## config.mk

```make
export PLATFORM = sky130hd
export DESIGN_NAME = unsigned_divider
export DESIGN_NICKNAME = d
export VERILOG_FILES = /design/src/rtl/unsigned_divider.sv
export SDC_FILE = /design/constraint.sdc
export NUM_CORES = 1
export LEC_CHECK = 0
export ABC_AREA = 1
export CORE_AREA = 10 10 95 76
export CTS_CLUSTER_DIAMETER = 150
export DETAILED_ROUTE_END_ITERATION = 8
export DIE_AREA = 0 0 105 86
export REMOVE_ABC_BUFFERS = 1
export SYNTH_ARGS = -nofsm -noshare
export SYNTH_HDL_FRONTEND = slang
export SYNTH_SLANG_ARGS = --single-unit
```

## constraint.sdc

```tcl
create_clock -name clk_in -period 2.9 [get_ports clk_in]
set_input_delay 0.29 -clock clk_in [delete_from_list [all_inputs] [get_ports clk_in]]
set_output_delay 0.29 -clock clk_in [all_outputs]
set_load 0.005 [all_outputs]
```

## src/rtl/unsigned_divider.sv

```systemverilog
// unsigned_divider
//   Restoring 8-bit / 4-bit unsigned divider producing one quotient bit per
//   clock, MSB first. A zero divisor skips the iteration and returns a
//   saturated quotient together with a divide-by-zero flag.
//
// Ports
//   clk_in        : rising-edge clock
//   rst_n_in      : asynchronous active-low reset
//   start_in      : begin a division (sampled only while idle)
//   A_in          : 8-bit unsigned dividend
//   B_in          : 4-bit unsigned divisor
//   quotient_out  : 8-bit quotient, held until the next result
//   remainder_out : 4-bit remainder, held until the next result
//   busy_out      : high while a division is in progress
//   done_out      : one-cycle pulse when the result outputs are updated
//   div_zero_out  : set when the last completed division had a zero divisor
module unsigned_divider (
  input  logic       clk_in,
  input  logic       rst_n_in,
  input  logic       start_in,
  input  logic [7:0] A_in,
  input  logic [3:0] B_in,
  output logic [7:0] quotient_out,
  output logic [3:0] remainder_out,
  output logic       busy_out,
  output logic       done_out,
  output logic       div_zero_out
);

  typedef enum logic [1:0] {
    IDLE,
    CALC,
    DONE
  } state_t;

  state_t     state, state_next;

  // dvd_q holds the dividend; quotient bits shift in from the LSB as the
  // dividend bits shift out of the MSB, so it ends up holding the quotient.
  logic [7:0] dvd_q;
  logic [3:0] dvs_q;
  logic [4:0] rem_q;
  logic [2:0] cnt_q;
  logic       dz_q;

  logic [5:0] shifted;
  logic [4:0] diff;
  logic       fits;

  always_comb begin
    shifted = {rem_q, dvd_q[7]};
    fits    = (shifted >= {2'b00, dvs_q});
    diff    = shifted[4:0] - {1'b0, dvs_q};
  end

  always_comb begin
    state_next = state;
    unique case (state)
      IDLE: if (start_in) state_next = (B_in == 4'd0) ? DONE : CALC;
      CALC: if (cnt_q == 3'd7) state_next = DONE;
      DONE: state_next = IDLE;
      default: state_next = IDLE;
    endcase
  end

  always_ff @(posedge clk_in or negedge rst_n_in) begin
    if (!rst_n_in) begin
      state <= IDLE;
    end else begin
      state <= state_next;
    end
  end

  always_ff @(posedge clk_in or negedge rst_n_in) begin
    if (!rst_n_in) begin
      dvd_q <= '0;
      dvs_q <= '0;
      rem_q <= '0;
      cnt_q <= '0;
      dz_q  <= 1'b0;
    end else begin
      unique case (state)
        IDLE: begin
          if (start_in) begin
            dvd_q <= A_in;
            dvs_q <= B_in;
            rem_q <= '0;
            cnt_q <= '0;
            dz_q  <= (B_in == 4'd0);
          end
        end
        CALC: begin
          rem_q <= fits ? diff : shifted[4:0];
          dvd_q <= {dvd_q[6:0], fits};
          cnt_q <= cnt_q + 3'd1;
        end
        default: ;
      endcase
    end
  end

  // Result, done and busy are registered: the result becomes visible one
  // edge after the FSM enters DONE, which sets the overall latency
  // (9 edges after start, 1 edge for a zero divisor).
  always_ff @(posedge clk_in or negedge rst_n_in) begin
    if (!rst_n_in) begin
      quotient_out  <= '0;
      remainder_out <= '0;
      div_zero_out  <= 1'b0;
      done_out      <= 1'b0;
      busy_out      <= 1'b0;
    end else begin
      done_out <= (state == DONE);
      busy_out <= (state_next != IDLE) || (state == DONE);
      if (state == DONE) begin
        quotient_out  <= dz_q ? '1 : dvd_q;
        remainder_out <= dz_q ? dvd_q[3:0] : rem_q[3:0];
        div_zero_out  <= dz_q;
      end
    end
  end

endmodule

```

==> results of run 1 <==
-- logic make-up (layout without fill, tap and decap cells) --
family / after synthesis / after routing / share of synthesized area
simple gates: 85 / 85 / 0.214
compound gates: 41 / 41 / 0.123
flops: 38 / 38 / 0.523
buf+inv: 32 / 67 / 0.0771
xor+xnor: 2 / 2 / 0.00964
fa+ha+maj: 7 / 7 / 0.0523
-- per-stage QoR --
step	power [mW]	hold WS [ps]
after CTS	2.73	133
after detailed placement	2.27	454
after global placement	2.26	458
final	2.70	110
after floorplan	1.81	-5.59
after global routing	2.98	174
-- worst max-delay path by stage --
stage / slack [ps] / cells after the start / endpoint / start
floorplan: 1310 / 9 / rem_q[3] / dvd_q[7]
global placement: 1130 / 6 / dvd_q[0] / start_in
detailed placement: 1140 / 6 / dz_q / start_in
finish: 1150 / 9 / rem_q[3] / dvd_q[7]
CTS: 1140 / 9 / rem_q[3] / dvd_q[7]
global route: 950 / 9 / rem_q[3] / rem_q[2]
-- per-layer routing --
layer,vias to the layer above,part of all wire,track usage
met2,39,0.45,0.149
li1,729,-,-
met4,0,0.0089,0.0336
met1,675,0.48,0.125
met5,-,0,0
met3,5,0.062,0.0336
-- cell type report --
type | count | area, sq um | share of cell area
tap | 75 | 93.8 | 0.0411
clock inverter | 3 | 40.0 | 0.0175
sequential | 38 | 951 | 0.416
clock buffer | 5 | 68.8 | 0.0301
inverter | 29 | 113 | 0.0493
timing repair buffer | 30 | 293 | 0.128
multi-input combinational | 135 | 726 | 0.318
-- state kept, by name, summed over array words and instances, names as in the netlist, 2 cells and up --
register,count
cnt_q,3
dvd_q,8
dvs_q,4
quotient_out,8
rem_q,5
remainder_out,4
state,2
-- power groups by stage --
stage               Clock [mW]  Sequential [mW]  Combinational (mW)
detailed placement           0            0.968                1.31
global route             0.484            0.994                1.50
floorplan                    0            0.940               0.872
global placement             0            0.965                1.30
CTS                      0.460            0.958                1.31
finish                   0.439            0.957                1.30
-- cell usage in the layout, fill, tap and decap left out --
cell,instances
a21oi_1,16
a22o_1,2
buf_2,1
buf_4,1
bufinv_16,1
clkbuf_8,5
clkdlybuf4s50_1,28
clkinv_2,3
dfrtp_1,38
fa_1,1
ha_1,6
inv_1,25
inv_2,2
inv_4,1
nand2_1,39
nand2_2,1
nand2_4,1
nand3_1,7
nand3_2,1
nand3b_1,1
nand4_1,4
nor2_1,26
nor2_2,2
nor2_4,1
nor2_8,1
o211ai_1,1
o21ai_0,14
o21ai_1,1
o22ai_1,7
or2_1,1
xor2_1,2
-- Yosys cell counts, types with 2 or more instances --
| cell type | instances | area [sq um] |
|---|---|---|
| nand2_1 | 39 | 146 |
| dfrtp_1 | 38 | 951 |
| nor2_1 | 26 | 97.6 |
| inv_1 | 25 | 93.8 |
| a21oi_1 | 16 | 80.1 |
| o21ai_0 | 14 | 70.1 |
| nand3_1 | 7 | 35.0 |
| o22ai_1 | 7 | 43.8 |
| ha_1 | 6 | 75.1 |
| nand4_1 | 4 | 25.0 |
| a22o_1 | 2 | 17.5 |
| buf_6 | 2 | 22.5 |
| inv_2 | 2 | 7.51 |
| nor2_2 | 2 | 12.5 |
| xor2_1 | 2 | 17.5 |
==> impl_metrics.ini, run 1 <==
[sta]
hold_viol_final = 0
worst_pin_slew_ps = 852
finalWorstSetupSlack_ps = 1150
fin_crit_ps = 1750
finClkSkew_ps = 3.92
slew-limit-headroom = 0.432
grt_setup_unrepaired = false
period_share = 0.604
max_freq_ghz = 0.571
setup_viol = 0
slew_violations = 0
fin_setup_tns_ps = 0

[detailed_routing]
ant_nets = 0
vias_per_cell = 4.60
drc = 0
drt_first_pass_iters = 4
vias = 1448
wl_per_cell_microns = 13.2
drt_iter0_drc = 82
wl_mm = 4.16

[final_layout]
antenna_cells = 0
fin_nets = 261
area_growth_pct = 25.8
final_cell_area_sq_mm = 0.00228
fin_util = 0.431
drive_above_1_share = 0.0875
instances_no_fill = 315
nFillCells = 544

[cts]
cts_buffers = 5
htree_levels = 2
post_cts_resized = 0
cts_tree = yes
cts_buffer_depth = 2
clkLatencyLatePin_ps = 290
cts_setup_buffers = 0
cts_hold_buf = 0
cts_sinks = 38
cts.clk_slew.worst_paths_ps = 70
cts_root_buffer = clkbuf_8

[power_and_ir_drop]
p_leak_nw = 1.09
seq_power_share = 0.355
clkPwrFrac = 0.163
switching_share = 0.398
p_comb_frac = 0.483
power_density_mw_per_mm2 = 1180
p_int_mw = 1.62
power.switching_mw = 1.07
vdd_drop_max_mv = 0.457

[setup_path]
cp-end-kind = register
cp_top_family = adder cells
required_ps = 3080
cp_slowest_cell = fa_1
cp_max_fo = 6
cpPeakStageDelay_ps = 420
startpoint_type = register
r2r_end = rem_q[3]
rrSetupSlack_ps = 1150
cp.arrival_ps = 1930
reg2reg_from = dvd_q[7]
reg2reg_depth = 9
critPathKind = register to register
crit_buf_inv = 2
cp_cell_sequence = inv_1 -> ha_1 -> fa_1 -> inv_1 -> nand3_1 -> nand3_2 -> nand3_1 -> nand2_1 -> nand2_1

[floorplanning]
core_area_sq_mm = 0.00530
die-area_sq_mm = 0.00903
row_count = 23
fp.dieH_microns = 86
ioPinCount = 30
fp.dieW_microns = 105
start_util = 0.343

[grt]
grt_pass1_wl_mm = 7.19
overflow = 0
track_usage = 0.0972
antenna_found_initial = 0
grt_pass1_vias = 1437
grt_max_degree = 39

[logic_synthesis]
syn_area_sq_mm = 0.00182
synth_cells = 205
async_reset_ff_frac = 1.00
synth_edf_count = 0
seq_area_frac_synth = 0.523
postSynthAreaPerCell_sq_um = 8.86
yosys_warnings = 0
ys_seq_elements = 38
synthFlopType = dfrtp_1
synth.distinct_cells = 28

[outcome]
status = finished, final reports clean

[placed_design]
hpwl_mm = 3.02
dpl.cell_count = 307
place_ws_ps = 1140
dpl-instance-area_sq_mm = 0.00218
numPortBuffers = 29
place_congestion = 0.775

[worst_hold_path]
hp-class = input port to async pin

[run]
max_cap_violations = 0
(Power assumes the default switching activity.)
==> inputs of run 2 (changes only) <==
- clock period: 2.9 -> 1.6 ns (I/O delays scaled with it)
==> impl_metrics.ini, run 2 (synthesis results as in run 1) <==
[outcome]
status = finished, final reports clean

[sta]
slew-limit-headroom = 0.699
grt_setup_unrepaired = true
max_freq_ghz = 0.640
fin_crit_ps = 1560
hold_viol_final = 0
period_share = 0.976
worst_pin_slew_ps = 451
finalWorstSetupSlack_ps = 38.2
setup_viol = 0
fin_setup_tns_ps = 0
slew_violations = 0
finClkSkew_ps = 8.04

[power_and_ir_drop]
seq_power_share = 0.311
p_int_mw = 3.37
p_leak_nw = 1.17
switching_share = 0.387
p_comb_frac = 0.503
clkPwrFrac = 0.186
power.switching_mw = 2.13
power_density_mw_per_mm2 = 2230
vdd_drop_max_mv = 0.891

[grt]
track_usage = 0.100
grt_pass1_wl_mm = 7.38
grt_max_degree = 22
overflow = 0
grt_pass1_vias = 1485
antenna_found_initial = 0

[setup_path]
critPathKind = register to register
required_ps = 1790
reg2reg_depth = 8
worstSetupEndpoint = rem_q[2]
cp_max_fo = 6
cp-end-kind = register
r2r_end = rem_q[2]
rrSetupSlack_ps = 40
cp_cell_sequence = ha_2 -> fa_2 -> inv_2 -> nand3_4 -> nand3_4 -> nand2_1 -> nand3_2 -> nand2_1
cp.arrival_ps = 1760
crit_start = dvs_q[0]
reg2reg_from = dvs_q[0]
cp_slowest_cell = fa_2
startpoint_type = register
cpPeakStageDelay_ps = 400

[cts]
cts_buffers = 5
cts_buffer_depth = 2
cts_root_buffer = clkbuf_8
cts_setup_buffers = 0
cts_sinks = 38
cts.clk_slew.worst_paths_ps = 80
clkLatencyLatePin_ps = 290
cts_tree = yes
htree_levels = 2

[placed_design]
numPortBuffers = 29
dpl-instance-area_sq_mm = 0.00227
place_ws_ps = -74.0
hpwl_mm = 3.29
place_congestion = 0.820

[floorplanning]
core_area_sq_mm = 0.00530
row_count = 23
ioPinCount = 30
fp.dieW_microns = 105
fp.dieH_microns = 86
start_util = 0.343
die-area_sq_mm = 0.00903

[detailed_routing]
dr_wl_met2_mm = 1.91
drc = 0
wl_per_cell_microns = 13.3
ant_nets = 0
wl_met1_mm = 2.22
wl_mm = 4.36
wl_met3_microns = 230
top_layer = met3
vias = 1477
drt_first_pass_iters = 4
drt_iter0_drc = 59
vias_per_cell = 4.52

[final_layout]
reg_top3 = dvd_q x8, quotient_out x8, rem_q x5
most-common-layout-cells = nand2_1, dfrtp_1, clkdlybuf4s50_1
area_growth_pct = 35.9
drive_above_1_share = 0.159
antenna_cells = 0
fin_nets = 273
nFillCells = 523
final_cell_area_sq_mm = 0.00247

[run]
max_cap_violations = 0

[worst_hold_path]
hp-class = input port to async pin
[run 2: cell count changes in the layout (fill, tap and decap cells not counted), moves of 2 or more]
cell,change
buf_4,+10
clkinv_2,-2
nand3_1,-3
nand3_4,+2
[run 2: worst max-delay path: cells and delay by family, from the launching register on]
kind	cells	cell delay (ps)
buffers and inverters	1	80
DFF	1	390
and+or+nand+nor	5	390
adders and majority gates	2	600
[run 2: repair_timing]
item                                   CTS  global route
pin swaps                                1             7
gates resized for setup                  1            10
setup endpoints to repair                6             6
hold buffers                             1             0
endpoints found under the hold margin   17             0
[run 2: area by class of cell]
| cell class | count | area (sq um) | share of cell area |
|---|---|---|---|
| Clock inverter | 2 | 60.1 | 0.0243 |
| Multi-Input combinational cell | 135 | 771 | 0.312 |
| Timing Repair Buffer | 42 | 398 | 0.161 |
| Tap cell | 75 | 93.8 | 0.0380 |
| Sequential cell | 38 | 951 | 0.385 |
| Inverter | 29 | 113 | 0.0456 |
| Clock buffer | 6 | 82.6 | 0.0335 |
[run 2: per-stage QoR]
step            util  std cells  hold slack (ps)  power (mW)
6_report       0.466        327              344        5.49
5_1_grt        0.466        327              375        6.01
4_1_cts        0.458        327              360        5.38
3_5_place_dp   0.429        318              134        4.33
3_3_place_gp   0.429        318              137        4.28
2_1_floorplan      -        202             -136        3.28
[run 2: layer usage]
layer | up-vias | GRT usage
li1 | 755 | -
met1 | 688 | 0.132
met3 | 0 | 0.0389
met5 | - | 0
met2 | 34 | 0.149
met4 | 0 | 0.0261
[run 2: worst min path at each step]
| stage | to | slack [ps] | depth (start not counted) |
|---|---|---|---|
| finish | dvs_q[3] | 340 | 2 |
| CTS | dvs_q[3] | 360 | 2 |
| global placement | dvs_q[3] | 140 | 1 |
| detailed placement | dvs_q[3] | 130 | 1 |
| global route | dvs_q[3] | 380 | 2 |
| floorplan | busy_out | -140 | 0 |
[run 2: power by group through the flow]
stage	sequential, mW	clock (mW)	combinational (mW)
final	1.71	1.02	2.76
after detailed placement	1.73	0	2.60
after global routing	1.77	1.09	3.15
after CTS	1.71	1.05	2.63
after global placement	1.72	0	2.55
after floorplan	1.70	0	1.58
==> inputs of run 3 (changes only) <==
- CAP_MARGIN: not set -> 20
- clock period: 1.6 -> 2 ns (I/O delays scaled with it)
==> impl_metrics.ini, run 3 (synthesis results as in run 1) <==
[setup_path]
cp_max_fo = 6
startpoint_type = register
cp-end-kind = register
cp_top_family = adder cells
critPathKind = register to register
r2r_end = rem_q[0]
crit_buf_inv = 2
cp_slowest_cell = fa_1
crit_start = dvd_q[7]
required_ps = 2190
cp.arrival_ps = 1970
reg2reg_depth = 9
cp.depth = 9
reg2reg_from = dvd_q[7]
cp_cell_sequence = inv_1 -> ha_1 -> fa_1 -> inv_1 -> nand3_1 -> nand3_2 -> nand2_1 -> nand3_1 -> nand2_1
worstSetupEndpoint = rem_q[0]
cpPeakStageDelay_ps = 430
rrSetupSlack_ps = 220

[grt]
grt_pass1_wl_mm = 7.05
grt_pass1_vias = 1437
antenna_found_initial = 0
track_usage = 0.0965
grt_max_degree = 39
overflow = 0

[final_layout]
antenna_cells = 0
layout_commonest_cell = nand2_1
area_growth_pct = 28.0
final_cell_area_sq_mm = 0.00233
most-common-layout-cells = nand2_1, dfrtp_1, clkdlybuf4s50_1
fin_nets = 262
drive_above_1_share = 0.0913
reg_top3 = dvd_q x8, quotient_out x8, rem_q x5

[detailed_routing]
vias = 1424
drt_first_pass_iters = 4
drt_iter0_drc = 66
ant_nets = 0
wl_mm = 4.16
vias_per_cell = 4.51
drc = 0
wl_per_cell_microns = 13.2

[sta]
grt_setup_unrepaired = false
max_freq_ghz = 0.561
fin_setup_tns_ps = 0
setup_viol = 0
period_share = 0.891
hold_viol_final = 0
slew_violations = 0
slew-limit-headroom = 0.441
finClkSkew_ps = 6.29
finalWorstSetupSlack_ps = 217
worst_pin_slew_ps = 839
fin_crit_ps = 1780

[power_and_ir_drop]
total_power_mw = 4.11
power_density_mw_per_mm2 = 1770
p_leak_nw = 1.11
vdd_drop_max_mv = 0.823

[run]
max_cap_violations = 0

[cts]
cts_root_buffer = clkbuf_8
cts_setup_buffers = 0
cts_sinks = 38
cts_buffer_depth = 2
clkLatencyLatePin_ps = 290
cts.clk_slew.worst_paths_ps = 80
cts_tree = yes
post_cts_resized = 0
cts_hold_buf = 0
cts_buffers = 5
htree_levels = 2

[placed_design]
numPortBuffers = 29
hpwl_mm = 3.13
place_congestion = 0.870
dpl-instance-area_sq_mm = 0.00218
place_ws_ps = 250

[floorplanning]
start_util = 0.343
core_area_sq_mm = 0.00530
die-area_sq_mm = 0.00903
fp.dieH_microns = 86
fp.dieW_microns = 105
row_count = 23
ioPinCount = 30

[worst_hold_path]
hp-class = input port to async pin

[outcome]
status = finished, final reports clean
## run 3: power by group
part	internal [mW]	leakage (nW)	total, mW	switching [mW]
clock	0.532	0.0714	0.804	0.272
combinational	0.848	0.579	1.91	1.06
sequential	1.14	0.459	1.40	0.254
total	2.52	1.11	4.11	1.58
## run 3: worst min path at each step
stage	startpoint	end	slack, ps	cells past startpoint
floorplan	rst_n_in	busy_out	-100	0
global placement	rst_n_in	busy_out	360	1
detailed placement	rst_n_in	busy_out	350	1
CTS	rst_n_in	remainder_out[3]	40	1
global route	rst_n_in	remainder_out[3]	80	1
finish	rst_n_in	remainder_out[3]	9	1
## run 3: per-stage QoR
stage / cells / utilization / hold slack, ps
global placement: 308 / 0.412 / 360
detailed placement: 308 / 0.412 / 353
CTS: 316 / 0.439 / 38.4
finish: 316 / 0.439 / 9.13
global route: 316 / 0.439 / 79.2
floorplan: 202 / - / -95.6
## run 3: metal layers
layer | part of all wire | GRT usage | vias to the layer above
li1 | - | - | 738
met1 | 0.49 | 0.127 | 647
met2 | 0.43 | 0.141 | 28
met3 | 0.053 | 0.0321 | 11
met4 | 0.019 | 0.0423 | 0
met5 | 0 | 0 | -
## run 3: area by class of cell
cell class                 instances  area (sq um)
timing repair buffer              31           300
tap                               75          93.8
clock buffer                       6          82.6
fill                             542          2970
multi-input combinational        135           726
inverter                          29           113
sequential                        38           951
clock inverter                     2          60.1
